--- src/rtl/hwpe_stream_package.sv ---
// Shared HWPE stream declarations.
// - copy_src_state_e           : state of the copy-source stability checker
// - COPY_SRC_CNT_WIDTH_DEFAULT : default width of the copy-source fault counter
package hwpe_stream_package;

   typedef enum logic {
      COPY_SRC_IDLE,
      COPY_SRC_STALLED
   } copy_src_state_e;

   localparam int unsigned COPY_SRC_CNT_WIDTH_DEFAULT = 8;

endpackage

--- src/rtl/hwpe_stream_intf_stream.sv ---
// HWPE valid/ready stream bundle.
// Signals: valid, ready, data[DATA_WIDTH], strb[STRB_WIDTH].
// Modports:
// - source  : drives valid/data/strb, receives ready
// - sink    : receives valid/data/strb, drives ready
// - monitor : observes every signal, drives nothing
interface hwpe_stream_intf_stream #(
   parameter int unsigned DATA_WIDTH = 32,
   parameter int unsigned STRB_WIDTH = DATA_WIDTH / 8
) ();

   logic                  valid;
   logic                  ready;
   logic [DATA_WIDTH-1:0] data;
   logic [STRB_WIDTH-1:0] strb;

   modport source (
      output valid, data, strb,
      input  ready
   );

   modport sink (
      input  valid, data, strb,
      output ready
   );

   modport monitor (
      input valid, ready, data, strb
   );

endinterface

--- src/rtl/hwpe_stream_stability_checker.sv ---
// Producer stability checker.
// Watches one valid/ready stream and flags any cycle in which a stalled beat
// (valid & !ready) is withdrawn or has its data/strb changed before the handshake.
// Ports:
// - clk_i, rst_ni : clock, asynchronous active-low reset
// - clear_i       : synchronous return to COPY_SRC_IDLE
// - valid_i, ready_i, data_i, strb_i : observed stream
// - violation_o   : combinational, high in the offending cycle
module hwpe_stream_stability_checker
   import hwpe_stream_package::*;
#(
   parameter int unsigned DATA_WIDTH = 32,
   parameter int unsigned STRB_WIDTH = DATA_WIDTH / 8
) (
   input  logic                  clk_i,
   input  logic                  rst_ni,
   input  logic                  clear_i,
   input  logic                  valid_i,
   input  logic                  ready_i,
   input  logic [DATA_WIDTH-1:0] data_i,
   input  logic [STRB_WIDTH-1:0] strb_i,
   output logic                  violation_o
);

   copy_src_state_e       state_q, state_d;
   logic [DATA_WIDTH-1:0] cap_data_q, cap_data_d;
   logic [STRB_WIDTH-1:0] cap_strb_q, cap_strb_d;

   always_comb begin
      state_d     = state_q;
      cap_data_d  = cap_data_q;
      cap_strb_d  = cap_strb_q;
      violation_o = 1'b0;

      unique case (state_q)
         COPY_SRC_IDLE: begin
            if (valid_i && !ready_i) begin
               state_d    = COPY_SRC_STALLED;
               cap_data_d = data_i;
               cap_strb_d = strb_i;
            end
         end
         COPY_SRC_STALLED: begin
            if (valid_i && ready_i) begin
               state_d = COPY_SRC_IDLE;
            end else if (!valid_i) begin
               violation_o = 1'b1;
               state_d     = COPY_SRC_IDLE;
            end else if ((data_i != cap_data_q) || (strb_i != cap_strb_q)) begin
               // Recapture so a single change is reported once, not every cycle.
               violation_o = 1'b1;
               cap_data_d  = data_i;
               cap_strb_d  = strb_i;
            end
         end
         default: state_d = COPY_SRC_IDLE;
      endcase

      // A stall still in progress gets recaptured from IDLE next cycle.
      if (clear_i) begin
         state_d = COPY_SRC_IDLE;
      end
   end

   always_ff @(posedge clk_i or negedge rst_ni) begin
      if (!rst_ni) begin
         state_q    <= COPY_SRC_IDLE;
         cap_data_q <= '0;
         cap_strb_q <= '0;
      end else begin
         state_q    <= state_d;
         cap_data_q <= cap_data_d;
         cap_strb_q <= cap_strb_d;
      end
   end

endmodule

--- src/rtl/hwpe_stream_copy_source.sv ---
// Transmit side of the HWPE stream copy-network fault detection.
// Forwards the monitored normal stream onto the copy stream with zero latency,
// compares copy-side ready against normal-side ready, and optionally checks
// producer stability during stalls.
// Ports:
// - clk_i, rst_ni    : clock, asynchronous active-low reset
// - normal_i         : normal stream (monitor only, never driven)
// - copy_o           : copy stream into the duplicated network
// - clear_i          : synchronous clear of sticky flag, counter and checker
// - fault_detected_o : registered ready-mismatch fault
// - protocol_error_o : registered stability-violation pulse
// - fault_sticky_o   : set on any fault until clear_i
// - fault_count_o    : saturating count of faulty cycles
module hwpe_stream_copy_source
   import hwpe_stream_package::*;
#(
   parameter int unsigned DATA_WIDTH     = 32,
   parameter int unsigned CNT_WIDTH      = COPY_SRC_CNT_WIDTH_DEFAULT,
   parameter bit          PROTOCOL_CHECK = 1'b1
) (
   input  logic                    clk_i,
   input  logic                    rst_ni,
   hwpe_stream_intf_stream.monitor normal_i,
   hwpe_stream_intf_stream.source  copy_o,
   input  logic                    clear_i,
   output logic                    fault_detected_o,
   output logic                    protocol_error_o,
   output logic                    fault_sticky_o,
   output logic [CNT_WIDTH-1:0]    fault_count_o
);

   localparam int unsigned STRB_WIDTH = DATA_WIDTH / 8;

   logic                 mismatch_d;
   logic                 violation;
   logic                 fault_ev;
   logic                 fault_detected_q;
   logic                 protocol_error_q;
   logic                 fault_sticky_q, fault_sticky_d;
   logic [CNT_WIDTH-1:0] fault_count_q, fault_count_d;

   assign copy_o.valid = normal_i.valid;
   assign copy_o.data  = normal_i.data;
   assign copy_o.strb  = normal_i.strb;

   // Checked every cycle: the duplicated network must mirror backpressure even when idle.
   assign mismatch_d = (copy_o.ready != normal_i.ready);

   if (PROTOCOL_CHECK) begin : gen_checker
      hwpe_stream_stability_checker #(
         .DATA_WIDTH (DATA_WIDTH),
         .STRB_WIDTH (STRB_WIDTH)
      ) i_stability_checker (
         .clk_i       (clk_i),
         .rst_ni      (rst_ni),
         .clear_i     (clear_i),
         .valid_i     (normal_i.valid),
         .ready_i     (normal_i.ready),
         .data_i      (normal_i.data),
         .strb_i      (normal_i.strb),
         .violation_o (violation)
      );
   end else begin : gen_no_checker
      assign violation = 1'b0;
   end

   // Both faults in one cycle count once.
   assign fault_ev = mismatch_d | violation;

   always_comb begin
      fault_sticky_d = fault_sticky_q;
      if (fault_ev) begin
         fault_sticky_d = 1'b1;
      end else if (clear_i) begin
         fault_sticky_d = 1'b0;
      end
   end

   always_comb begin
      fault_count_d = fault_count_q;
      if (clear_i) begin
         fault_count_d = fault_ev ? CNT_WIDTH'(1) : '0;
      end else if (fault_ev && (fault_count_q != '1)) begin
         fault_count_d = fault_count_q + CNT_WIDTH'(1);
      end
   end

   always_ff @(posedge clk_i or negedge rst_ni) begin
      if (!rst_ni) begin
         fault_detected_q <= 1'b0;
         protocol_error_q <= 1'b0;
         fault_sticky_q   <= 1'b0;
         fault_count_q    <= '0;
      end else begin
         fault_detected_q <= mismatch_d;
         protocol_error_q <= violation;
         fault_sticky_q   <= fault_sticky_d;
         fault_count_q    <= fault_count_d;
      end
   end

   assign fault_detected_o = fault_detected_q;
   assign protocol_error_o = protocol_error_q;
   assign fault_sticky_o   = fault_sticky_q;
   assign fault_count_o    = fault_count_q;

endmodule

--- src/flat_wrapper.sv ---
// flat-port wrapper written by rule: the top's interface ports become plain ports
module hwpe_stream_copy_source_flat import hwpe_stream_package::*;
#(
   parameter int unsigned DATA_WIDTH     = 32,
   parameter int unsigned CNT_WIDTH      = COPY_SRC_CNT_WIDTH_DEFAULT,
   parameter bit          PROTOCOL_CHECK = 1'b1
)
  (clk_i, rst_ni, clear_i, fault_detected_o, protocol_error_o, fault_sticky_o, fault_count_o, normal_i_valid, normal_i_ready, normal_i_data, normal_i_strb, copy_o_valid, copy_o_data, copy_o_strb, copy_o_ready);
  hwpe_stream_intf_stream #(.DATA_WIDTH(DATA_WIDTH)) normal_i_i ();
  hwpe_stream_intf_stream #(.DATA_WIDTH(DATA_WIDTH)) copy_o_i ();
  input  logic clk_i;
  input  logic rst_ni;
  input  logic clear_i;
  output logic fault_detected_o;
  output logic protocol_error_o;
  output logic fault_sticky_o;
  output logic [CNT_WIDTH-1:0] fault_count_o;
  input wire logic [$bits(normal_i_i.valid)-1:0] normal_i_valid;
  input wire logic [$bits(normal_i_i.ready)-1:0] normal_i_ready;
  input wire logic [$bits(normal_i_i.data)-1:0] normal_i_data;
  input wire logic [$bits(normal_i_i.strb)-1:0] normal_i_strb;
  output wire logic [$bits(copy_o_i.valid)-1:0] copy_o_valid;
  output wire logic [$bits(copy_o_i.data)-1:0] copy_o_data;
  output wire logic [$bits(copy_o_i.strb)-1:0] copy_o_strb;
  input wire logic [$bits(copy_o_i.ready)-1:0] copy_o_ready;
  assign normal_i_i.valid = normal_i_valid;
  assign normal_i_i.ready = normal_i_ready;
  assign normal_i_i.data = normal_i_data;
  assign normal_i_i.strb = normal_i_strb;
  assign copy_o_valid = copy_o_i.valid;
  assign copy_o_data = copy_o_i.data;
  assign copy_o_strb = copy_o_i.strb;
  assign copy_o_i.ready = copy_o_ready;
  hwpe_stream_copy_source #(.DATA_WIDTH(DATA_WIDTH), .CNT_WIDTH(CNT_WIDTH), .PROTOCOL_CHECK(PROTOCOL_CHECK)) u_core (.clk_i(clk_i), .rst_ni(rst_ni), .normal_i(normal_i_i), .copy_o(copy_o_i), .clear_i(clear_i), .fault_detected_o(fault_detected_o), .protocol_error_o(protocol_error_o), .fault_sticky_o(fault_sticky_o), .fault_count_o(fault_count_o));
endmodule
--- config.mk ---
export PLATFORM = sky130hd
export DESIGN_NAME = hwpe_stream_copy_source_flat
export DESIGN_NICKNAME = d
export VERILOG_FILES = /design/src/rtl/hwpe_stream_package.sv /design/src/rtl/hwpe_stream_intf_stream.sv /design/src/rtl/hwpe_stream_stability_checker.sv /design/src/rtl/hwpe_stream_copy_source.sv /design/src/flat_wrapper.sv
export SDC_FILE = /design/constraint.sdc
export NUM_CORES = 1
export LEC_CHECK = 0
export ABC_AREA = 1
export CORE_MARGIN = 8
export CORE_UTILIZATION = 26
export DETAILED_ROUTE_END_ITERATION = 7
export GPL_TIMING_DRIVEN = 0
export HOLD_SLACK_MARGIN = 0.08
export PLACE_DENSITY = 0.49
export SLEW_MARGIN = 20
export SYNTH_ARGS = -nofsm -noshare
export SYNTH_HDL_FRONTEND = slang
export SYNTH_HIERARCHICAL = 1
export SYNTH_SLANG_ARGS = --single-unit
--- constraint.sdc ---
create_clock -name clk_i -period 1.8 [get_ports clk_i]
set_input_delay 0.27 -clock clk_i [delete_from_list [all_inputs] [get_ports clk_i]]
set_output_delay 0.27 -clock clk_i [all_outputs]
set_load 0.02 [all_outputs]
-- Word level (Yosys, flattened, before mapping)
Cells that the tools add are included.
- register bits after elaboration: 48
- output and inout bits: 48
- word-level logic and storage cells: 50
- add/subtract/negate cells: 1
- equality and inequality tests: 8
- mux-type cells: 24
- bitwise operators: 2
- reductions and logical operators: 8
- operator list (cell ; count):
    two-way mux 32 bit ; 4
    one-hot mux 32 bit (2 select lines) ; 1
    inequality test 32 bit ; 1
    two-way mux 4 bit ; 4
    two-way mux 8 bit ; 2
    two-way mux 1 bit ; 11
    adder 8 x 1 -> 8 bit (second input constant) ; 1
    inequality test 8 bit (second input constant) ; 1
    one-hot mux 4 bit (2 select lines) ; 1
    inequality test 2 bit (second input constant) ; 3
    inequality test 4 bit ; 1
    AND reduction 4 bit ; 1
    nonzero test 2 bit ; 2
    logical AND 1 bit ; 3
    inequality test 2 x 1 -> 1 bit (second input constant) ; 1
    one-hot mux 1 bit (2 select lines) ; 1
    zero test 1 bit ; 1
    logical OR 1 bit ; 1
    inequality test 1 bit ; 1
    NOT 1 bit ; 1
    OR 1 bit ; 1

-- Longest topological paths before layout
Gate-level depths: netlist (run 1).
- word-level depth: 10
- mapped depth: 15

-- Cells and area by module
Netlist (run 1), hierarchy kept.
- by module, submodules not included (module ; instances ; cells an instance ; area each (µm²)):
    hwpe_stream_stability_checker ; 1 ; 295 ; 2107.0
    hwpe_stream_copy_source ; 1 ; 118 ; 912.1

-- Worst setup path after synthesis (run 1)
Ideal clock, no wire load.
- path type: register to register
- start point: register u_core.gen_checker.i_stability_checker.cap_data_q[16]
- end point: register u_core.fault_count_q[4], in the netlist u_core/fault_count_o[4]
- library setup time: 0.121 ns
- arrival: 1.681 ns
- required time: 1.679 ns
- setup slack: -0.002 ns
- stages on the path, launching flop included: 12
- path buffers: 0
- clock period less this slack: 1.802 ns
- cells stage by stage: dfrtp_1 xor2_1 nor2_1 nand2_1 nor2_1 nand4_1 and3_1 nand3b_2 nand2_4 nand2_4 nand2_1 o21ai_1
- word-level cells in the longest chain between the ends: 9
- RTL lines (element ; line ; RTL):
    start: declaration ; hwpe_stream_stability_checker.sv:26 ; logic [DATA_WIDTH-1:0] cap_data_q, cap_data_d;
    start signal: assignment ; hwpe_stream_stability_checker.sv:72 ; cap_data_q <= cap_data_d;
    inequality test 32 bit ; hwpe_stream_stability_checker.sv:49 ; end else if ((data_i != cap_data_q) || (strb_i != cap_strb_q)) begin
    logical OR 1 bit ; hwpe_stream_stability_checker.sv:49 ;
    two-way mux 1 bit ; hwpe_stream_stability_checker.sv:49 ;
    two-way mux 1 bit ; hwpe_stream_stability_checker.sv:46 ; end else if (!valid_i) begin
    two-way mux 1 bit ; hwpe_stream_stability_checker.sv:44 ; if (valid_i && ready_i) begin
    two-way mux 1 bit ; hwpe_stream_stability_checker.sv:35 ; unique case (state_q)
    named net u_core.violation ; hwpe_stream_copy_source.sv:35 ; logic violation;
    OR 1 bit ; hwpe_stream_copy_source.sv:68 ; assign fault_ev = mismatch_d | violation;
    logical AND 1 bit ; hwpe_stream_copy_source.sv:83 ; end else if (fault_ev && (fault_count_q != '1)) begin
    nonzero test 2 bit (no line) ; n/a ;
    end signal: assignment ; hwpe_stream_copy_source.sv:98 ; fault_count_q <= fault_count_d;
    end: declaration ; hwpe_stream_copy_source.sv:40 ; logic [CNT_WIDTH-1:0] fault_count_q, fault_count_d;
The timed path passes the listed nets, and every way through them passes these cells.
A chain may end at the register's enable or synchronous reset.

-- Worst setup path in the final report (run 1)
- start point: register u_core.gen_checker.i_stability_checker.cap_data_q[11]
- end point: register u_core.fault_count_q[4], in the netlist u_core/fault_count_o[4]
Same word-level chain as after synthesis.

==> results.cfg, run 1 <==
[cells_and_area]
post_route_cells_drive_above_1_share = 0.177
final_common_cell = nand2_1
postLayoutCellArea_mm2 = 0.00449
area_growth_syn_to_layout_pct = 48.7
most-common-layout-cells = nand2_1 (147), dfrtp_1 (48), nand3_1 (47)
insertedDiodeCount = 0
number_of_nets_in_the_layout = 561

[clocking]
clk_latency_ns = 0.29
clock-root-buffer = clkbuf_16
clock_tree.buffer_depth = 2
cts_htree_levels = 2
cts-buffers-inserted = 5
path_clk_slew_ns = 0.07
tritoncts_clock_tree = yes
clkSinkCount = 48

[place]
postPlaceCellArea_mm2 = 0.00409
finalWeightedCongestion = 0.812
dpl_worst_slack_ns = -0.767
port_buffers = 89
dpl.hpwl_um = 6000

[die]
design.core.area_mm2 = 0.0114
start_util = 0.266
placementRows = 39
design.die.area_mm2 = 0.0153
die_height_um = 124
pin_count = 90
die_w_um = 124

[yosys]
leading_post_synthesis_cells_by_cell_area = dfrtp_1 (40%), nand2_1 (19%), buf_4 (9.2%), nand3_1 (8.3%), inv_1 (5.5%)
synthCells = 413
yosysUniqueCellTypes = 28
biggest_area_consumer_among_synthesized_cells = dfrtp_1
synth_seq_area_share = 0.398
ys.warnings.count = 6
syn_nets = 456
yosysTopAreaCellShare = 0.398
synth.avg_cell_area_um2 = 7.31
syn-cell-area_mm2 = 0.00302
ys_ff_latch = 48

[pwr]
power_density_mw_per_mm2 = 746
pwr-share-clk = 0.363
power.share.combinational = 0.249
leakagePower_nw = 2.40
switching_power_uw = 940
power.internal_mw = 2.41
power.share.switching = 0.281
total_power_mw = 3.35
ir_worst_vdd_mv = 0.365
p_seq_frac = 0.388

[sta]
fmax_mhz = 529
clock_skew_ns = 0.00646
total_setup_violations_reported_at_the_end_of_the_flow = 14
finalHoldViolCount = 0
fin_crit_sh = 1.05
max-slew-margin-rel = 0.573
worst_pin_slew_ns = 0.641
rsz_0062_raised_after_global_routing = true
final.setup.tns_ns = -0.670
finalMaxSlewViolations = 0
layout_setup_ws_ns = -0.0893
min_period_ns = 1.89

[critical_path]
worstPathArrival_ns = 2.06
critical_path_fanouts_max = 7
critical_path_endpoint_category = register
start_kind = register
cp.required_ns = 1.97
worst-setup-path-type = register to register

[global_route]
grt_pass1_vias = 2646
grt_start_max_net_pins = 49
grt_pass1_wl_um = 13000
globalRouteOverflowTotal = 0
gr-usage-all-layers = 0.106
initial_antenna_violation_count = 0

[min_path]
timing.hold.worst.class = input port to register

[drt]
met3_length_um = 509
met2_wirelength_um = 3700
drt-vias-per-instance = 4.10
wl_per_cell_um = 12.1
drc = 0
totalWireLength_um = 8010
num_vias = 2712
routed_antenna_nets = 0
first_pass_iteration_count_of_the_detailed_router = 4
drt-initial-drc-count = 142
routed.top_layer = met4
met1Wirelength_um = 3770

[run_status]
outcome = finished, violations left
failed_checks = setup timing

[run]
timing.max_cap.violations = 0
-- worst paths after layout --
path,cells after the start,slack (ns),start,endpoint
worst max-delay path,12,-0.09,register,u_core/fault_count_o[4]$_DFFE_PN0P_
worst min-delay path,3,0.30,normal_i_strb[0],register
worst min register to register,1,0.49,u_core/fault_sticky_o$_DFFE_PN0P_,u_core/fault_sticky_o$_DFFE_PN0P_
worst max register to register,12,-0.09,register,u_core/fault_count_o[4]$_DFFE_PN0P_
min in group asynchronous,2,0.54,rst_ni,u_core/fault_count_o[6]$_DFFE_PN0P_
max in group asynchronous,2,0.82,rst_ni,async pin
-- critical path, stage by stage, from the launching register on --
cell	delay [ns]
dfrtp_1	0.41
xnor2_2	0.19
nand2_1	0.07
nor2_1	0.08
nand2_1	0.09
nor2_4	0.15
nand4_1	0.11
and3_4	0.16
nand3b_4	0.21
nand2_8	0.13
nand2_8	0.07
nand2_2	0.05
o21ai_1	0.06
-- power groups by stage --
stage	logic, mW	clock network, mW	registers [mW]
after floorplan	0.451	0	1.32
after global placement	0.813	0	1.31
after detailed placement	0.821	0	1.32
after CTS	0.819	1.26	1.30
after global routing	0.942	1.31	1.32
final	0.834	1.21	1.30
-- cells in the mapped netlist --
cell type  instances
nor2_2             4
nand4_1            1
nand2_4            3
o21ai_1            1
o21bai_1           1
nand3b_2           1
xnor2_1            9
ha_1               1
a21oi_2            1
buf_6              3
nor2_1            20
bufinv_8           1
dfrtp_1           48
a21oi_1            3
nand2_2            2
nand2_1          155
a21o_1             1
nor3_1             3
buf_1              3
o21ai_0            3
and3_1             1
xor2_1            12
inv_1             44
buf_2              3
nand4_4            1
nand3_1           50
inv_2              1
buf_4             37
-- layer usage --
| layer | global-route usage | up-vias |
|---|---|---|
| met4 | 0.0241 | 0 |
| met1 | 0.140 | 1219 |
| met2 | 0.168 | 55 |
| met3 | 0.0286 | 2 |
| li1 | - | 1436 |
| met5 | 0 | - |
-- final cells by class --
class                      count  area [um2]
fill                        1185        6880
sequential                    48        1200
multi-input combinational    273        1400
clock buffer                   5         125
clock inverter                 3        68.8
buffer                        46         368
tap                          143         179
timing repair buffer          98         955
inverter                      46         189
-- stage by stage --
stage / utilization / cells / hold slack [ns]
finish: 0.395 / 662 / 0.298
global route: 0.395 / 662 / 0.327
CTS: 0.380 / 657 / 0.416
detailed placement: 0.360 / 645 / 0.342
global placement: 0.360 / 645 / 0.471
floorplan: - / 413 / -0.0256
-- kinds of logic after synthesis --
family          after synthesis  share of synthesized area
xor+xnor                     21                     0.0609
buf+inv                      92                      0.174
compound gates               10                     0.0195
flops                        48                      0.398
fa+ha+maj                     1                    0.00414
simple gates                241                      0.344
-- timing repair --
action,CTS,global route
pin swaps,10,10
endpoints found under the hold margin,48,0
setup endpoints to repair,65,43
setup buffers,3,5
hold buffers,1,0
cloned,0,0
gates resized for setup,38,43
-- registers in the layout, indices dropped and copies added (netlist names) --
signal	count
u_core/fault_detected_o	1
u_core/protocol_error_o	1
u_core/gen_checker.i_stability_checker/state_q	1
u_core/gen_checker.i_stability_checker/cap_strb_q	4
u_core/fault_count_o	8
u_core/fault_sticky_o	1
u_core/gen_checker.i_stability_checker/cap_data_q	32
Note: power is estimated with default switching activity, not from simulation.
==> run 2: changes to the inputs <==
Settings changed: CELL_PAD_IN_SITES_DETAIL_PLACEMENT set to 0, CELL_PAD_IN_SITES_GLOBAL_PLACEMENT set to 1, PLACE_DENSITY 0.49 to 0.66.
==> results.cfg, run 2 (synthesis gave the netlist of run 1 again) <==
[global_route]
globalRouteOverflowTotal = 0
grt_pass1_vias = 2826
grt_pass1_wl_um = 13500
initial_antenna_violation_count = 1
grt_start_max_net_pins = 49
gr-usage-all-layers = 0.110

[drt]
totalWireLength_um = 8360
first_pass_iteration_count_of_the_detailed_router = 4
drt-initial-drc-count = 117
routed.top_layer = met4
num_vias = 2769
met3_length_um = 535
met1Wirelength_um = 3770
wl_per_cell_um = 12.5
drt-vias-per-instance = 4.15
met2_wirelength_um = 3990
drc = 0
routed_antenna_nets = 0

[clocking]
clock-root-buffer = clkbuf_16
tritoncts_clock_tree = yes
clk_latency_ns = 0.29
path_clk_slew_ns = 0.07
cts-buffers-inserted = 5
clkSinkCount = 48
cts_htree_levels = 2
clock_tree.buffer_depth = 2

[cells_and_area]
number_of_nets_in_the_layout = 565
max_flop_register = u_core/gen_checker.i_stability_checker/cap_data_q
largest_reg_flops = 32
most-common-layout-cells = nand2_1 (150), clkdlybuf4s50_1 (50), nand3_1 (48), dfrtp_1 (48), buf_4 (47)
sequential_cell_area_mm2 = 0.00120
post_route_cells_drive_above_1_share = 0.180
final_common_cell = nand2_1
area_growth_syn_to_layout_pct = 48.6
layoutNonFillerInstCount = 667
fill_cells = 1201
area_of_the_multi_input_gates_mm2 = 0.00141

[place]
port_buffers = 89
finalWeightedCongestion = 0.774
placedCellCount = 645
dpl_worst_slack_ns = -0.809
dpl.hpwl_um = 6030

[sta]
fin_crit_sh = 1.04
worst_pin_slew_ns = 0.657
layout_setup_ws_ns = -0.0682
total_setup_violations_reported_at_the_end_of_the_flow = 8
final.setup.tns_ns = -0.419
finalHoldViolCount = 0
fmax_mhz = 535
finalMaxSlewViolations = 0
min_period_ns = 1.87
max-slew-margin-rel = 0.562
clock_skew_ns = 0.00995
rsz_0062_raised_after_global_routing = true
hold-worst-slack_ns = 0.305

[critical_path]
worst-setup-path-type = input port to register
start_kind = input port
critical_path_endpoint_category = register
worstPathArrival_ns = 2.10
critical_path_fanouts_max = 7
cp.required_ns = 2.03

[pwr]
power.share.combinational = 0.275
total_power_mw = 3.10
power.share.switching = 0.301
power.internal_mw = 2.17
leakagePower_nw = 2.37
p_seq_frac = 0.418
power_density_mw_per_mm2 = 691
ir_worst_vdd_mv = 0.395
pwr-share-clk = 0.307
switching_power_uw = 935

[run_status]
outcome = finished, violations left
failed_checks = setup timing

[min_path]
timing.hold.worst.class = input port to register

[die]
design.core.area_mm2 = 0.0114
start_util = 0.266
die_height_um = 124
placementRows = 39
pin_count = 90
design.die.area_mm2 = 0.0153
die_w_um = 124

[run]
timing.max_cap.violations = 0
==> run 2: power groups by stage <==
stage	Combinational, mW	Sequential, mW	Clock, mW
5_1_grt	0.958	1.32	1.04
3_3_place_gp	0.818	1.31	0
3_5_place_dp	0.828	1.32	0
6_report	0.853	1.30	0.952
4_1_cts	0.827	1.30	0.997
2_1_floorplan	0.451	1.32	0
==> run 2: worst max-delay path, cell delays in order <==
cell,delay (ns)
clkdlybuf4s50_1,0.47
xor2_1,0.17
nor2_1,0.08
nand2_1,0.11
nor2_4,0.15
nand4_1,0.11
and3_4,0.17
nand3b_4,0.21
nand2_8,0.13
buf_4,0.12
nand3_1,0.05
nand2_1,0.06
==> run 2: timing repair <==
action | in CTS | in global routing
gates resized for setup | 43 | 29
setup buffers | 2 | 8
hold endpoints to repair | 48 | 0
hold buffers | 1 | 0
endpoints found under the setup margin | 68 | 43
cloned | 0 | 2
pin swaps | 17 | 9
==> run 2: metrics by stage <==
stage	utilization	cell area, um2
4_1_cts	0.376	4280
3_3_place_gp	0.360	4090
6_report	0.395	4490
3_5_place_dp	0.360	4090
2_1_floorplan	-	3020
5_1_grt	0.395	4490
==> run 2: worst paths after layout <==
check | startpoint | endpoint | slack, ns | depth (start not counted)
setup / recovery | normal_i_data[15] | u_core/fault_count_o[1]$_DFFE_PN0P_ | -0.07 | 12
hold / removal | normal_i_strb[0] | register | 0.30 | 3
setup reg to reg | register | u_core/fault_count_o[1]$_DFFE_PN0P_ | -0.03 | 12
hold reg to reg | u_core/fault_sticky_o$_DFFE_PN0P_ | u_core/fault_sticky_o$_DFFE_PN0P_ | 0.48 | 1
max in group asynchronous | rst_ni | async pin | 0.80 | 2
min in group asynchronous | rst_ni | u_core/fault_count_o[3]$_DFFE_PN0P_ | 0.55 | 2
==> run 2: layout make-up <==
class,instances,share of cell area
clock inverter,2,0.00223
timing repair buffer,102,0.223
buffer,46,0.0798
tap,143,0.0399
clock buffer,6,0.0310
sequential,48,0.268
multi-input combinational,273,0.315
inverter,46,0.0416
antenna,1,0.000558
==> run 2: per-layer routing <==
layer  GRT usage  vias to the layer above
met3      0.0322                        6
met1       0.133                     1251
met5           0                        -
met2       0.188                       58
met4      0.0271                        0
li1            -                     1454
